**config.mk**
```make
export PLATFORM = sky130hd
export DESIGN_NAME = hazard_control_unit_flat
export DESIGN_NICKNAME = d
export VERILOG_FILES = /design/src/rtl/hazard_control_unit_pkg.sv /design/src/rtl/hazard_control_unit_if.sv /design/src/rtl/sat_counter.sv /design/src/rtl/hazard_control_unit.sv /design/src/flat_wrapper.sv
export SDC_FILE = /design/constraint.sdc
export NUM_CORES = 1
export LEC_CHECK = 0
export ABC_AREA = 1
export BUFFER_PORTS_ARGS = -buffer_cell sky130_fd_sc_hd__buf_2
export CAP_MARGIN = 20
export CORE_AREA = 8 8 152 83
export CTS_BUF_LIST = sky130_fd_sc_hd__clkbuf_8
export DETAILED_ROUTE_END_ITERATION = 10
export DIE_AREA = 0 0 160 91
export PLACE_DENSITY = 0.76
export SETUP_SLACK_MARGIN = 0.5
export SYNTH_ARGS = -nofsm -noshare
export SYNTH_HDL_FRONTEND = slang
export SYNTH_SLANG_ARGS = --single-unit
```
**constraint.sdc**
```tcl
create_clock -name clk -period 3.55 [get_ports clk]
set_input_delay 0.355 -clock clk [delete_from_list [all_inputs] [get_ports clk]]
set_output_delay 0.355 -clock clk [all_outputs]
set_load 0.01 [all_outputs]
```
**src/rtl/hazard_control_unit_pkg.sv**
```systemverilog
// Shared definitions for the ID-stage hazard controller and the forwarding unit.
package hazard_control_unit_pkg;

    localparam int REG_ID_W = 16;

    typedef enum logic [0:0] {
        RUN   = 1'b0,
        STALL = 1'b1
    } state_t;

    typedef struct packed {
        logic reg_write;
        logic mem_read;
        logic mem_write;
        logic branch;
    } id_ex_ctrl_t;

    // Control word ID/EX loads when bubbled: no architectural side effects.
    localparam id_ex_ctrl_t ID_EX_NOP = '0;

endpackage

```
**src/rtl/hazard_control_unit_if.sv**
```systemverilog
// Pipeline-side bundle of the hazard controller: register ids in, stage enables and counters out.
interface hazard_control_unit_if #(
    parameter int REG_ID_W = hazard_control_unit_pkg::REG_ID_W,
    parameter int CNT_W    = 32
);
    logic                mem_read_ID_EX;
    logic [REG_ID_W-1:0] RegisterRD_ID_EX;
    logic [REG_ID_W-1:0] RS1_IF_ID;
    logic [REG_ID_W-1:0] RS2_IF_ID;
    logic                uses_rs1_IF_ID;
    logic                uses_rs2_IF_ID;
    logic                branch_taken_EX;
    logic                pc_write;
    logic                if_id_write;
    logic                if_id_flush;
    logic                id_ex_bubble;
    logic [CNT_W-1:0]    stall_count;
    logic [CNT_W-1:0]    flush_count;

    modport master (
        output mem_read_ID_EX, RegisterRD_ID_EX, RS1_IF_ID, RS2_IF_ID,
               uses_rs1_IF_ID, uses_rs2_IF_ID, branch_taken_EX,
        input  pc_write, if_id_write, if_id_flush, id_ex_bubble,
               stall_count, flush_count
    );

    modport slave (
        input  mem_read_ID_EX, RegisterRD_ID_EX, RS1_IF_ID, RS2_IF_ID,
               uses_rs1_IF_ID, uses_rs2_IF_ID, branch_taken_EX,
        output pc_write, if_id_write, if_id_flush, id_ex_bubble,
               stall_count, flush_count
    );
endinterface

```
**src/rtl/sat_counter.sv**
```systemverilog
// Event counter that sticks at all-ones instead of wrapping.
// Latency: count reflects inc one edge later; no backpressure.
module sat_counter #(
    parameter int W = 32
) (
    input  logic         clk,
    input  logic         rst,
    input  logic         inc,
    output logic [W-1:0] count
);

    always_ff @(posedge clk) begin
        if (rst) begin
            count <= '0;
        end else if (inc && (count != '1)) begin
            count <= count + W'(1);
        end
    end

endmodule

```
**src/rtl/hazard_control_unit.sv**
```systemverilog
// Load-use stall and taken-redirect flush controller for the ID stage, with perf counters.
// Latency: controls are combinational (0 cycles); the stall itself is the backpressure on IF/ID.
module hazard_control_unit #(
    parameter int REG_ID_W     = hazard_control_unit_pkg::REG_ID_W,
    parameter int STALL_CYCLES = 1,
    parameter int CNT_W        = 32
) (
    input  logic                 clk,
    input  logic                 rst,
    hazard_control_unit_if.slave hcu
);
    import hazard_control_unit_pkg::*;

    localparam logic [2:0] REMAIN_INIT = 3'(STALL_CYCLES - 1);

    state_t              state_q, state_d;
    logic [2:0]          remain_q, remain_d;
    logic [REG_ID_W-1:0] rd;
    logic                hazard;
    logic                stall_inc;
    logic                flush_inc;
    logic                pc_write;
    logic                if_id_write;
    logic                if_id_flush;
    logic                id_ex_bubble;

    assign rd = hcu.RegisterRD_ID_EX;

    // x0 is hardwired zero, so a load targeting it never creates a dependency.
    assign hazard = hcu.mem_read_ID_EX && (rd != '0) &&
                    ((hcu.uses_rs1_IF_ID && (rd == hcu.RS1_IF_ID)) ||
                     (hcu.uses_rs2_IF_ID && (rd == hcu.RS2_IF_ID)));

    always_ff @(posedge clk) begin
        if (rst) begin
            state_q  <= RUN;
            remain_q <= '0;
        end else begin
            state_q  <= state_d;
            remain_q <= remain_d;
        end
    end

    always_comb begin
        state_d      = state_q;
        remain_d     = remain_q;
        pc_write     = 1'b1;
        if_id_write  = 1'b1;
        if_id_flush  = 1'b0;
        id_ex_bubble = 1'b0;
        stall_inc    = 1'b0;
        flush_inc    = 1'b0;

        if (rst) begin
            pc_write     = 1'b0;
            if_id_write  = 1'b0;
            if_id_flush  = 1'b1;
            id_ex_bubble = 1'b1;
        end else if (hcu.branch_taken_EX) begin
            // A redirect wins over any hazard and aborts a stall in progress.
            if_id_flush  = 1'b1;
            id_ex_bubble = 1'b1;
            flush_inc    = 1'b1;
            state_d      = RUN;
            remain_d     = '0;
        end else begin
            unique case (state_q)
                RUN: begin
                    if (hazard) begin
                        pc_write     = 1'b0;
                        if_id_write  = 1'b0;
                        id_ex_bubble = 1'b1;
                        stall_inc    = 1'b1;
                        if (STALL_CYCLES > 1) begin
                            state_d  = STALL;
                            remain_d = REMAIN_INIT;
                        end
                    end
                end
                STALL: begin
                    pc_write     = 1'b0;
                    if_id_write  = 1'b0;
                    id_ex_bubble = 1'b1;
                    stall_inc    = 1'b1;
                    remain_d     = remain_q - 3'd1;
                    if (remain_q == 3'd1) begin
                        state_d = RUN;
                    end
                end
                default: begin
                    state_d  = RUN;
                    remain_d = '0;
                end
            endcase
        end
    end

    assign hcu.pc_write     = pc_write;
    assign hcu.if_id_write  = if_id_write;
    assign hcu.if_id_flush  = if_id_flush;
    assign hcu.id_ex_bubble = id_ex_bubble;

    sat_counter #(.W(CNT_W)) u_stall_cnt (
        .clk   (clk),
        .rst   (rst),
        .inc   (stall_inc),
        .count (hcu.stall_count)
    );

    sat_counter #(.W(CNT_W)) u_flush_cnt (
        .clk   (clk),
        .rst   (rst),
        .inc   (flush_inc),
        .count (hcu.flush_count)
    );

endmodule

```
**src/flat_wrapper.sv**
```systemverilog
// flat-port wrapper written by rule: the top's interface ports become plain ports
module hazard_control_unit_flat import hazard_control_unit_pkg::*;
#(
    parameter int REG_ID_W     = hazard_control_unit_pkg::REG_ID_W,
    parameter int STALL_CYCLES = 1,
    parameter int CNT_W        = 32
)
  (clk, rst, hcu_mem_read_ID_EX, hcu_RegisterRD_ID_EX, hcu_RS1_IF_ID, hcu_RS2_IF_ID, hcu_uses_rs1_IF_ID, hcu_uses_rs2_IF_ID, hcu_branch_taken_EX, hcu_pc_write, hcu_if_id_write, hcu_if_id_flush, hcu_id_ex_bubble, hcu_stall_count, hcu_flush_count);
  hazard_control_unit_if #(.REG_ID_W(REG_ID_W), .CNT_W(CNT_W)) hcu_i ();
  input  logic clk;
  input  logic rst;
  input wire logic [$bits(hcu_i.mem_read_ID_EX)-1:0] hcu_mem_read_ID_EX;
  input wire logic [$bits(hcu_i.RegisterRD_ID_EX)-1:0] hcu_RegisterRD_ID_EX;
  input wire logic [$bits(hcu_i.RS1_IF_ID)-1:0] hcu_RS1_IF_ID;
  input wire logic [$bits(hcu_i.RS2_IF_ID)-1:0] hcu_RS2_IF_ID;
  input wire logic [$bits(hcu_i.uses_rs1_IF_ID)-1:0] hcu_uses_rs1_IF_ID;
  input wire logic [$bits(hcu_i.uses_rs2_IF_ID)-1:0] hcu_uses_rs2_IF_ID;
  input wire logic [$bits(hcu_i.branch_taken_EX)-1:0] hcu_branch_taken_EX;
  output wire logic [$bits(hcu_i.pc_write)-1:0] hcu_pc_write;
  output wire logic [$bits(hcu_i.if_id_write)-1:0] hcu_if_id_write;
  output wire logic [$bits(hcu_i.if_id_flush)-1:0] hcu_if_id_flush;
  output wire logic [$bits(hcu_i.id_ex_bubble)-1:0] hcu_id_ex_bubble;
  output wire logic [$bits(hcu_i.stall_count)-1:0] hcu_stall_count;
  output wire logic [$bits(hcu_i.flush_count)-1:0] hcu_flush_count;
  assign hcu_i.mem_read_ID_EX = hcu_mem_read_ID_EX;
  assign hcu_i.RegisterRD_ID_EX = hcu_RegisterRD_ID_EX;
  assign hcu_i.RS1_IF_ID = hcu_RS1_IF_ID;
  assign hcu_i.RS2_IF_ID = hcu_RS2_IF_ID;
  assign hcu_i.uses_rs1_IF_ID = hcu_uses_rs1_IF_ID;
  assign hcu_i.uses_rs2_IF_ID = hcu_uses_rs2_IF_ID;
  assign hcu_i.branch_taken_EX = hcu_branch_taken_EX;
  assign hcu_pc_write = hcu_i.pc_write;
  assign hcu_if_id_write = hcu_i.if_id_write;
  assign hcu_if_id_flush = hcu_i.if_id_flush;
  assign hcu_id_ex_bubble = hcu_i.id_ex_bubble;
  assign hcu_stall_count = hcu_i.stall_count;
  assign hcu_flush_count = hcu_i.flush_count;
  hazard_control_unit #(.REG_ID_W(REG_ID_W), .STALL_CYCLES(STALL_CYCLES), .CNT_W(CNT_W)) u_core (.clk(clk), .rst(rst), .hcu(hcu_i));
endmodule
```
==> metrics.md <==
| Metric | Value |
|---|---|
| Clock period minus worst slack | `2440 ps` |
| Critical path endpoint | `u_core.u_stall_cnt.count[9]` |
| Post-synthesis compound-gate area fraction | `0.08979` |
| Multiplexer area fraction after synthesis | `0` |
| Setup Crit Path Kind | `flop to flop` |
| Root Driver | `clkbuf_8` |
| Max-Slew Margin vs Limit | `0.5923` |
| Status | `complete, no violations` |
| Gate power share | `0.095` |
| Dpl hpwl | `12.00 mm` |
| Max FO, Critical Path | `33` |
| Pre-antenna DRT Iters | `6` |
| Ys flop type | `dfxtp_1` |
| Remaining Overflow, GRT | `0` |
| CTS resizes | `0` |
| CP required | `3810 ps` |
| Antenna violations before repair | `0` |
| Global-route wire length before repair | `24.62 mm` |
| Sequential share of the synthesized area | `0.2848` |
| F_max | `409.9 MHz` |
| DRC | `0` |
| Crit path launch type | `flop` |
| Largest family of logic cells by synthesized area | `simple AND/OR/NAND/NOR gates` |
| Quantity of I/O buffers inserted on ports | `121` |
| Sequential Power Share | `0.517` |
| Yosys cell types | `36` |
| Post-synth ARST share | `0` |
| Placeable Area | `10540 um^2` |
| P_int | `0.001098 W` |
| Crit. Startpoint | `u_core.u_stall_cnt.count[0]` |
| Layout cells sized above 1 | `0.2160` |
| Post-synth EDFFs | `0` |
| Final Hold Viols | `0` |
| Vias after detailed routing | `5280` |
| Hold Crit Class | `input port to flop` |
| Ports | `122` |
| Total Wirelength | `15.26 mm` |
| Gr usage total | `0.2031` |
| Initial detailed-routing violation count | `535` |
| Final net count | `929` |
| Area share of fa/ha/maj cells after synthesis | `0.01047` |
| YS warnings | `0` |
| Worst VDD drop | `0.1818 mV` |
| Sw Ratio | `0.2583` |
| Final period util | `0.6872` |
| Worst path arrival time | `2700 ps` |
| CTS H-tree depth | `3` |
| PwrDens | `263.4 nW/um^2` |
| Post-CTS Setup Repair Bufs | `0` |
| Clock Power Share | `0.388` |
| Chip height | `91 um` |
| Final Cell Area | `5622 um^2` |
| Area grow syn2layout | `17.62%` |
| Max cap viols | `0` |
| Slew Limit Fails | `0` |
| Synth Net Count | `816` |
| FF+latch count, synth | `68` |
| Row cnt | `27` |
| CTS tree | `yes` |
| DR vias/cell | `5.176` |
| Most common cell after layout, fill and taps aside | `nand2_1` |
| Clk_lat worst skew | `340 ps` |
| Commonest non-fill, non-tap cells in the layout | `nand2_1, buf_2, nor2_1` |
| Mapped Area | `4780 um^2` |
| Final ANT Viol Nets | `0` |
| Slew of the pin with the lowest slew margin | `605.9 ps` |
| R2r setup slk | `1110 ps` |
| Maximum clock insertion buffer count | `2` |
| Largest net degree at the start of global routing | `43` |
| Total CTS buffers | `9` |
| WHS | `401.3 ps` |
| Die Wd | `160 um` |
| Cell Area, Placed | `5453 um^2` |
| Cell count of the worst hold path | `3` |
| Clock skew | `8.396 ps` |
| RR Endpoint | `u_core.u_stall_cnt.count[9]` |
| Vias in the first global route | `4587` |
| Starting density of the core | `0.4535` |
| Die ar. | `14560 um^2` |
| Nature of the critical path endpoint | `flop` |
| Clk slew on worst S/H paths | `80 ps` |
| Post-synthesis xor/xnor area fraction | `0.09895` |
| Net Sw Power | `0.0003825 W` |
| Final setup TNS | `0 ps` |
| Simple-gate share of the synthesized area | `0.4285` |
| Routed len/inst | `14.96 um` |
| Number of failing setup endpoints in the final timing report | `0` |
| Leakage Power | `2.418 nW` |
| RSZ-0062 raised after global routing | `false` |
| Number of diodes | `0` |
| Clock sink total | `68` |
| R2R depth | `11` |
| Reg2reg start | `u_core.u_stall_cnt.count[0]` |
| CTS Hold Bufs | `0` |
| Post-Synthesis Cells | `758` |
| Avg Synthesized Cell Area | `6.306 um^2` |
| Final Wtd Congestion | `0.9913` |
==> sequential cells by signal, summed over array words and instances (netlist names) <==
| name | flops |
|---|---|
| u_core.remain_q | 3 |
| u_core.state_q | 1 |
| u_core.u_flush_cnt.count | 32 |
| u_core.u_stall_cnt.count | 32 |
==> final cells by class <==
type	count	area, um^2
Tap cell	145	181.4
Inverter	79	296.5
Clock buffer	11	151.4
Clock inverter	4	17.52
Sequential cell	68	1361
Fill cell	1080	4918
Timing Repair Buffer	122	613.1
Multi-Input combinational cell	591	3000
==> Yosys cell counts, types with 2 or more instances <==
library cell | number | share of area
dfxtp_1 | 68 | 0.28
nand2_4 | 2 | 0.0047
nand2_2 | 12 | 0.016
xnor2_1 | 23 | 0.042
nand3b_1 | 6 | 0.0094
a21oi_1 | 49 | 0.051
a21oi_2 | 10 | 0.018
o21ai_0 | 9 | 0.0094
nand4_1 | 18 | 0.024
buf_6 | 4 | 0.0094
nand2_1 | 230 | 0.18
buf_2 | 4 | 0.0042
nor4_1 | 7 | 0.0092
nand4_2 | 3 | 0.0079
nor3_1 | 24 | 0.025
nor3_2 | 6 | 0.013
inv_2 | 12 | 0.0094
nand3_1 | 51 | 0.053
buf_1 | 2 | 0.0016
clkbuf_1 | 7 | 0.0055
inv_1 | 66 | 0.052
nor2_1 | 91 | 0.071
nor2_2 | 5 | 0.0065
ha_1 | 4 | 0.010
nand3_2 | 2 | 0.0042
xor2_1 | 31 | 0.057
buf_4 | 3 | 0.0047
==> power groups by stage <==
stage / Combinational [W] / Sequential (W) / Clock (W)
6_report: 0.000141 / 0.000766 / 0.000574
4_1_cts: 0.000141 / 0.000766 / 0.000586
3_5_place_dp: 0.000140 / 0.000783 / 0
2_1_floorplan: 0.0000828 / 0.000784 / 0
3_3_place_gp: 0.000140 / 0.000783 / 0
5_1_grt: 0.000158 / 0.000766 / 0.000624
==> worst min-delay path by stage <==
| stage | from | to | slack [ps] |
|---|---|---|---|
| floorplan | u_core.remain_q[2] | u_core.state_q | 450 |
| global placement | u_core.remain_q[2] | u_core.state_q | 460 |
| detailed placement | u_core.remain_q[2] | u_core.state_q | 470 |
| CTS | hcu_branch_taken_EX | u_core.u_flush_cnt.count[0] | 390 |
| global route | rst | u_core.u_flush_cnt.count[2] | 410 |
| finish | hcu_branch_taken_EX | u_core.u_flush_cnt.count[0] | 400 |
==> per-layer routing <==
layer / wire [um] / up-vias / global-route usage / share of wire
met1: 8024 / 2370 / 0.3204 / 0.53
met3: 1692 / 6 / 0.07027 / 0.11
met5: 0 / - / 0 / 0
met2: 5479 / 249 / 0.2546 / 0.36
li1: - / 2655 / - / -
met4: 64 / 0 / 0.02550 / 0.0042
==> stage by stage <==
step,setup WS (ps),std cells,util,power [W]
final,1110,1020,0.5334,0.001481
after global routing,873.0,1020,0.5334,0.001548
after CTS,1145,1020,0.5334,0.001493
after detailed placement,1163,1005,0.5173,0.0009238
after global placement,1226,1005,0.5173,0.0009230
after floorplan,1586,758,-,0.0008668
==> cells by family after synthesis <==
kind of cell / count (synthesis)
XOR/XNOR: 54
AO/OA/AOI/OAI: 74
adder cells (fa/ha/maj): 4
flip-flops: 68
AND/OR/NAND/NOR: 459
buffers and inverters: 99
==> critical path, stage by stage, from the launching register on <==
cell and delay (ps):
dfxtp_1 440, ha_1 290, nand2_1 90, nor2_2 200
nand3_1 120, nor2_1 110, nand4_1 80, nand2_1 80
inv_2 230, nand2_4 430, nand2_1 100, a21oi_1 170
Note: power is estimated with default switching activity, not from simulation.
